`config.mk`:
```
export PLATFORM = sky130hd
export DESIGN_NAME = mole_scheduler
export DESIGN_NICKNAME = d
export VERILOG_FILES = /design/src/rtl/mole_scheduler.sv
export SDC_FILE = /design/constraint.sdc
export NUM_CORES = 1
export LEC_CHECK = 0
export ABC_CLOCK_PERIOD_IN_PS = 5900
export BUFFER_PORTS_ARGS = -buffer_cell sky130_fd_sc_hd__buf_2
export CORE_MARGIN = 1
export CORE_UTILIZATION = 30
export CTS_CLUSTER_DIAMETER = 80
export DETAILED_ROUTE_END_ITERATION = 12
export GPL_TIMING_DRIVEN = 0
export SETUP_SLACK_MARGIN = 0.2
export SLEW_MARGIN = 40
export SYNTH_ARGS = -nofsm -noshare
export SYNTH_HDL_FRONTEND = slang
export SYNTH_SLANG_ARGS = --single-unit
```
`constraint.sdc`:
```
create_clock -name clk -period 5.9 [get_ports clk]
set_clock_uncertainty 0.2 [all_clocks]
set_input_delay 0.59 -clock clk [delete_from_list [all_inputs] [get_ports clk]]
set_output_delay 0.59 -clock clk [all_outputs]
set_load 0.01 [all_outputs]
```
`src/rtl/mole_scheduler.sv`:
```
// Four-lane reaction game sequencer: picks the lit lane, times lit/dark windows,
// detects lane presses, keeps score and runs the idle/gap/lit game flow.
module mole_scheduler #(
    parameter int unsigned ON_CYCLES   = 20000000,
    parameter int unsigned OFF_CYCLES  = 5000000,
    parameter int unsigned HOLDOFF     = 1000,
    parameter int unsigned START_SCORE = 3,
    parameter int unsigned WIN_SCORE   = 12
) (
    input  logic       clk,
    input  logic       reset,
    input  logic       en,
    input  logic [3:0] btn,
    output logic [3:0] lamp,
    output logic [7:0] score,
    output logic [5:0] score_onehot,
    output logic       ingame,
    output logic       won,
    output logic       lost
);

    localparam int unsigned T_MAX   = (ON_CYCLES > OFF_CYCLES) ? ON_CYCLES : OFF_CYCLES;
    localparam int unsigned TIMER_W = (T_MAX > 1) ? $clog2(T_MAX) : 1;
    localparam int unsigned HOLD_W  = (HOLDOFF > 0) ? $clog2(HOLDOFF + 1) : 1;

    localparam logic [TIMER_W-1:0] ON_LAST   = TIMER_W'(ON_CYCLES - 1);
    localparam logic [TIMER_W-1:0] OFF_LAST  = TIMER_W'(OFF_CYCLES - 1);
    localparam logic [HOLD_W-1:0]  HOLD_MAX  = HOLD_W'(HOLDOFF);
    localparam logic [7:0]         START_VAL = 8'(START_SCORE);
    localparam logic [7:0]         WIN_VAL   = 8'(WIN_SCORE);
    localparam logic [7:0]         LFSR_SEED = 8'hA5;

    typedef enum logic [1:0] {
        ST_IDLE = 2'd0,
        ST_GAP  = 2'd1,
        ST_LIT  = 2'd2
    } state_t;

    function automatic logic [5:0] onehot_mod6(input logic [7:0] value);
        logic [7:0] rem;
        rem = value % 8'd6;
        return 6'b000001 << rem[2:0];
    endfunction

    state_t               state_r;
    logic [TIMER_W-1:0]   timer_r;
    logic [HOLD_W-1:0]    hold_r;
    logic [3:0]           btn_prev_r;
    logic [7:0]           lfsr_r;
    logic [1:0]           last_lane_r;
    logic [3:0]           lamp_r;
    logic [7:0]           score_r;
    logic [5:0]           onehot_r;
    logic                 ingame_r;
    logic                 won_r;
    logic                 lost_r;

    logic [3:0]           press_s;
    logic [7:0]           lfsr_next_s;
    logic [1:0]           pick_s;
    logic [1:0]           sel_lane_s;
    logic [3:0]           lit_mask_s;
    logic                 hit_s;
    logic                 wrong_s;
    logic                 timeout_s;
    logic [7:0]           score_inc_s;
    logic [7:0]           score_dec_s;
    logic [7:0]           score_nxt_s;
    logic                 leave_lit_s;
    logic                 win_s;
    logic                 lose_s;

    // Press edges, next LFSR value, next lane and the lit-window score outcome.
    always_comb begin
        press_s     = btn_prev_r & ~btn;
        lfsr_next_s = {lfsr_r[6:0], lfsr_r[7] ^ lfsr_r[5] ^ lfsr_r[4] ^ lfsr_r[3]};
        pick_s      = lfsr_r[1:0];
        if (pick_s == last_lane_r) begin
            sel_lane_s = pick_s + 2'd1;
        end else begin
            sel_lane_s = pick_s;
        end
        lit_mask_s  = 4'b0001 << last_lane_r;
        hit_s       = |(press_s & lit_mask_s);
        wrong_s     = |(press_s & ~lit_mask_s);
        timeout_s   = (timer_r == ON_LAST);
        score_inc_s = (score_r == 8'hFF) ? 8'hFF : score_r + 8'd1;
        score_dec_s = (score_r == 8'd0) ? 8'd0 : score_r - 8'd1;
        // A hit wins over a timeout on the same cycle; wrong lanes cost one point at most.
        if (hit_s) begin
            score_nxt_s = score_inc_s;
            leave_lit_s = 1'b1;
        end else if (timeout_s) begin
            score_nxt_s = score_dec_s;
            leave_lit_s = 1'b1;
        end else if (wrong_s) begin
            score_nxt_s = score_dec_s;
            leave_lit_s = 1'b0;
        end else begin
            score_nxt_s = score_r;
            leave_lit_s = 1'b0;
        end
        win_s  = (score_nxt_s >= WIN_VAL);
        lose_s = (score_nxt_s == 8'd0);
    end

    // Game state machine with registered outputs; frozen whenever en is low.
    always_ff @(posedge clk) begin
        if (!reset) begin
            state_r     <= ST_IDLE;
            timer_r     <= '0;
            hold_r      <= '0;
            btn_prev_r  <= 4'hF;
            lfsr_r      <= LFSR_SEED;
            last_lane_r <= 2'd0;
            lamp_r      <= 4'hF;
            score_r     <= 8'd0;
            onehot_r    <= 6'b000001;
            ingame_r    <= 1'b0;
            won_r       <= 1'b0;
            lost_r      <= 1'b0;
        end else if (en) begin
            btn_prev_r <= btn;
            lfsr_r     <= lfsr_next_s;
            case (state_r)
                ST_IDLE: begin
                    if (hold_r != HOLD_MAX) begin
                        hold_r <= hold_r + HOLD_W'(1);
                    end else if (|press_s) begin
                        state_r  <= ST_GAP;
                        timer_r  <= '0;
                        lamp_r   <= 4'h0;
                        ingame_r <= 1'b1;
                        score_r  <= START_VAL;
                        onehot_r <= onehot_mod6(START_VAL);
                        won_r    <= 1'b0;
                        lost_r   <= 1'b0;
                    end
                end
                ST_GAP: begin
                    if (timer_r == OFF_LAST) begin
                        state_r     <= ST_LIT;
                        timer_r     <= '0;
                        last_lane_r <= sel_lane_s;
                        lamp_r      <= 4'b0001 << sel_lane_s;
                    end else begin
                        timer_r <= timer_r + TIMER_W'(1);
                    end
                end
                ST_LIT: begin
                    score_r  <= score_nxt_s;
                    onehot_r <= onehot_mod6(score_nxt_s);
                    if (win_s || lose_s) begin
                        state_r  <= ST_IDLE;
                        hold_r   <= '0;
                        lamp_r   <= 4'hF;
                        ingame_r <= 1'b0;
                        won_r    <= win_s;
                        lost_r   <= lose_s & ~win_s;
                    end else if (leave_lit_s) begin
                        state_r <= ST_GAP;
                        timer_r <= '0;
                        lamp_r  <= 4'h0;
                    end else begin
                        timer_r <= timer_r + TIMER_W'(1);
                    end
                end
                default: begin
                    state_r  <= ST_IDLE;
                    hold_r   <= '0;
                    lamp_r   <= 4'hF;
                    ingame_r <= 1'b0;
                end
            endcase
        end
    end

    assign lamp         = lamp_r;
    assign score        = score_r;
    assign score_onehot = onehot_r;
    assign ingame       = ingame_r;
    assign won          = won_r;
    assign lost         = lost_r;

endmodule

```
**After elaboration in Yosys (flattened, before gate mapping)**

Cells that the tools add are included.

- Shift operators: 3
- Magnitude comparators: 1
- $add $sub $neg: 5
- Multipliers: 0
- Equality and inequality tests: 14
- Reductions and logical operators: 16
- Bitwise operators: 11
- Mux-type cells: 45
- Div/mod/pow operators: 1

Operators by type and width:

| cell | number |
|---|---|
| 2-to-1 mux 25 bit | 5 |
| case mux 25 bit (3 select lines) | 1 |
| 2-to-1 mux 8 bit | 7 |
| case mux 10 bit (3 select lines) | 1 |
| adder 25 x 1 -> 25 bit (second input constant) | 1 |
| equality test 25 x 23 -> 1 bit (second input constant) | 1 |
| equality test 25 bit (second input constant) | 1 |
| 2-to-1 mux 10 bit | 2 |
| 2-to-1 mux 4 bit | 5 |
| AND reduction 5 bit | 4 |
| logical NOT 8 bit | 2 |
| case mux 8 bit (2 select lines) | 1 |
| bitwise AND 4 bit | 3 |
| 2-to-1 mux 2 bit | 6 |
| 2-to-1 mux 6 bit | 2 |
| != test 2 bit (second input constant) | 6 |
| case mux 4 bit (3 select lines) | 1 |
| case mux 6 bit (2 select lines) | 1 |
| OR reduction 4 bit | 3 |
| adder 10 x 1 -> 10 bit (second input constant) | 1 |
| != test 10 bit (second input constant) | 1 |
| 2-to-1 mux 1 bit | 9 |
| adder 8 x 1 -> 8 bit (second input constant) | 1 |
| equality test 8 bit (second input constant) | 1 |
| 23 further kinds | 30 |

- Register bits after elaboration: 72
- Bits in read-only memories: 0
- Latch bits: 0
- Memories: 0
- Bits of input ports: 7
- Bits in writable memories: 0
- Output and inout bits: 21
- Word-level logic and storage cells: 108

**Longest topological paths before layout**

- Depth in word-level cells: 12
- Depth in mapped cells: 21
- Mapped depth without buffers: 20

**Least setup slack after synthesis**

Ideal clock, no wire load.

- Kind: register to register
- Start point: register score_r[2], in the netlist score[2]
- End point: register onehot_r[0], in the netlist score_onehot[0]
- Setup time: 122 ps
- Buffers on the path: 1
- Stages on the path, launching flop included: 20
- Slack: 1356 ps
- Period minus slack after synthesis: 4544 ps
- Required time: 5578 ps
- Arrival time: 4222 ps
- Cells stage by stage: dfxtp_1 -> buf_6 -> or4_4 -> nor4_4 -> o21ai_0 -> o32ai_1 -> nand3b_4 -> nor3b_2 -> nand2b_1 -> o211ai_1 -> o31ai_2 -> inv_1 -> ha_1 -> nand3_1 -> nand3_1 -> nor3_1 -> mux2_4 -> nand2_1 -> a21bo_1 -> a221o_1

- Word-level cells in the longest chain between the ends: 8
- Elaborated cells on any way between the ends: 12
- Classes of those cells: 2 x add/sub; 1 x div; 1 x eq/ne; 1 x shift; 6 x mux; 1 x reduce/logical

RTL lines:

| what | RTL line | RTL |
|---|---|---|
| from (decl) | 52 | `logic [7:0] score_r;` |
| from (signal assigned) | 151 | `score_r <= score_nxt_s;` |
| subtractor 8 x 1 -> 8 bit or logical NOT 8 bit (tied branches) | 88 | `score_dec_s = (score_r == 8'd0) ? 8'd0 : score_r - 8'd1;` |
| 2-to-1 mux 8 bit | 88 |  |
| 2-to-1 mux 8 bit | 96 | `end else if (wrong_s) begin` |
| 2-to-1 mux 8 bit | 93 | `end else if (timeout_s) begin` |
| 2-to-1 mux 8 bit * | 90 | `if (hit_s) begin` |
| modulo 8 x 3 -> 8 bit * | 41 | `rem = value % 8'd6;` |
| left shift 1 x 3 -> 6 bit * | 42 | `return 6'b000001 << rem[2:0];` |
| case mux 6 bit (2 select lines) * | 125 | `case (state_r)` |
| to (signal assigned) | 135 | `onehot_r <= onehot_mod6(START_VAL);` |
| to (signal assigned) | 152 | `onehot_r <= onehot_mod6(score_nxt_s);` |
| to (decl) | 53 | `logic [5:0] onehot_r;` |

Mark *: on every way between the ends. The rest lies on a longest branch, timed or not.
A chain may end at the register's enable or synchronous reset.

**Worst setup path after layout**

- Start point: register timer_r[0]
- End point: register onehot_r[0], in the netlist score_onehot[0]

- Word-level cells in the longest chain between the ends: 6

RTL lines:

| what | RTL line | RTL |
|---|---|---|
| from (decl) | 46 | `logic [TIMER_W-1:0] timer_r;` |
| from (signal assigned) | 147 | `timer_r <= timer_r + TIMER_W'(1);` |
| from (signal assigned) | 165 | `timer_r <= timer_r + TIMER_W'(1);` |
| equality test 25 bit | 86 | `timeout_s = (timer_r == ON_LAST);` |
| 2-to-1 mux 8 bit | 93 |  |
| 2-to-1 mux 8 bit | 90 |  |
| modulo 8 x 3 -> 8 bit | 41 |  |
| left shift 1 x 3 -> 6 bit | 42 |  |
| case mux 6 bit (2 select lines) | 125 |  |

Every way passes these cells.

==> flow_summary.yaml <==
status:
  status: "complete, no violations"
route:
  drtAntennaViolNets: 0
  vias_per_cell: 5.24
  wl_per_cell_um: 14.5
  dr_total_vias: 4188
  drtIter0Drc: 286
  dr.pass1.iters: 5
  routed_wl_um: 11600
  drc: 0
logic_synthesis:
  synth_warnings: 0
  yosysTopAreaCell: "dfxtp_1"
  synth_top_area_share_pct: 31.1
  synth_area_per_cell_um2: 8.10
  async_flop_share_pct: 0
  synthCells: 572
  synth.cell_area_mm2: 0.00463
  synth-main-ff-cell: "dfxtp_1"
  synthDistinctLibCells: 86
  ys_top_cells_by_count: "72 x dfxtp_1, 72 x nor2_1, 58 x nand2_1"
  postSynthRegisterBits: 72
  synthTopCellsByArea: "dfxtp_1 31%, nor2_1 5.8%, mux2i_1 4.8%, nand2_1 4.7%, xor2_1 4.0%"
  seq_area_frac_synth_pct: 31.1
  synth_nets: 590
  synth_edf_count: 0
timing:
  fin_crit_sh_pct: 88.1
  setup_viol: 0
  tightestPinTransition_ps: 791
  max_freq_mhz: 192
  fin_tns_setup_ps: 0
  fin_crit_ps: 5200
  slew_headroom_pct: 46.9
  hold_violations: 0
  rsz0062_at_grt: "false"
  slew_violations: 0
clock_tree:
  cts_resized: 0
  clock_latency_ps: 340
  cts_tree: "built"
  clk_pin_slew_ps: 60
  clock_path_buffers: 2
  cts_setup_buffers: 0
  cts_buffers: 9
  cts.sinks: 72
  htreeDepth: 3
  root_buffer: "clkbuf_16"
  postCtsHoldBufs: 0
finish:
  synthToLayoutAreaGrowth_pct: 14.5
  drive_above_1_share_pct: 13.1
  num_antenna_cells: 0
  layout.nets: 626
  fillers: 1585
placement:
  routabilityCongestion: 0.835
  port_buffers: 25
  dp_hpwl_um: 8560
die:
  die_w_um: 126
  io_pins: 28
  rows: 45
  die-area_mm2: 0.0159
  die_y_um: 126
  start_util_pct: 30.6
  core_mm2: 0.0151
worst_hold_path:
  hp-class: "reg -> reg"
pwr:
  power-per-cell-area_mw_per_mm2: 224
  p_total_w: 0.00119
  ir_drop_mv: 0.122
  p_leak_nw: 2.04
global_routing:
  track_usage_pct: 15.0
  grt_start_max_net_pins: 13
  grt_overflow: 0
  grt_pass1_wl_um: 19200
  antenna_found_initial: 0
  grt_pass1_vias: 3977
worst_setup_path:
  cp.required_ps: 5930
  startpoint_type: "flip-flop"
  path_class: "reg -> reg"
  worst-endpoint-arrival_ps: 5230
  endpoint_kind: "flip-flop"
  cp_max_fo: 7
flow_run:
  maxCapViolCount: 0
==> per-layer routing <==
layer | routed length (um) | part of all wire [%] | global-route usage (%) | vias up
li1 | - | - | - | 2144
met1 | 5490 | 47 | 19.5 | 1948
met2 | 5440 | 47 | 24.5 | 78
met3 | 473 | 4.1 | 3.02 | 18
met4 | 199 | 1.7 | 5.60 | 0
met5 | 0 | 0 | 0 | -
==> layout make-up <==
| class | instances | area, um^2 | area share [%] |
|---|---|---|---|
| clock buffers | 9 | 225 | 4.25 |
| plain buffers | 29 | 123 | 2.31 |
| flip-flops and latches | 72 | 1440 | 27.2 |
| well taps | 188 | 235 | 4.44 |
| clock inverters | 6 | 85.1 | 1.60 |
| inverters | 18 | 67.6 | 1.27 |
| repair buffers | 25 | 125 | 2.36 |
| multi-input cells | 453 | 3000 | 56.6 |
==> critical path: stages (launching register included) <==
cell      delay [ps]
dfxtp_1          380
ha_1             190
nand3_1          300
nor3_2           540
a21oi_1          170
o21ai_0          250
a21oi_1          270
nor3b_2          470
nand2b_1         190
o211ai_1         110
o31ai_2          300
inv_1             80
ha_1             230
nand3_1          120
nand3_1           80
nor3_1           230
mux2_4           370
nand2_1           70
a21bo_1          220
a221o_1          310
==> power breakdown <==
part           internal, W  switching (W)  total (W)  leakage (nW)
clock network     0.000366       0.000207   0.000573         0.147
registers         0.000494     0.00000561   0.000499         0.583
logic            0.0000455      0.0000728   0.000118          1.31
==> cell usage in the layout, fill, tap and decap left out, types with 12 or more instances in the layout <==
cell | netlist | layout
nor2_1 | 72 | 72
dfxtp_1 | 72 | 72
nand2_1 | 58 | 58
a21oi_1 | 31 | 31
buf_2 | 5 | 30
nand3_1 | 27 | 27
clkbuf_1 | 23 | 23
mux2i_1 | 22 | 22
xor2_1 | 21 | 21
o21ai_0 | 20 | 20
inv_1 | 18 | 18
nand4_1 | 18 | 18
nor3_1 | 14 | 14
xnor2_1 | 12 | 12
==> stage by stage <==
stage          worst slack (ps)  hold slack [ps]  utilization (%)  area (um^2)  cells
6_report                    699              256             35.0         5300    800
5_1_grt                     315              288             35.0         5300    800
4_1_cts                     721              258             35.0         5300    800
3_5_place_dp                694              245             33.0         4990    785
3_3_place_gp                700              242             33.0         4990    785
2_1_floorplan              1360              241                -         4630    572
==> state kept, by name, indices dropped and copies added (netlist names) <==
register      flops
lfsr_r            8
won               1
lamp              4
timer_r          25
state_r           2
btn_prev_r        4
score_onehot      6
last_lane_r       2
score             8
lost              1
hold_r           10
ingame            1
==> worst paths after layout <==
check | from | to | depth (start not counted) | slack, ps
worst min register to register | score_onehot[4] | score_onehot[4] | 2 | 260
worst min-delay path | score_onehot[4] | score_onehot[4] | 2 | 260
worst max register to register | timer_r[0] | score_onehot[0] | 19 | 700
worst max-delay path | timer_r[0] | score_onehot[0] | 19 | 700
==> cells by family after synthesis <==
family	synth area share, %
simple gates	30.3
compound gates	19.2
flops	31.1
buf+inv	4.10
xor+xnor	6.24
mux	6.05
fa+ha+maj	2.97
Power figures use the tool's default switching activity.
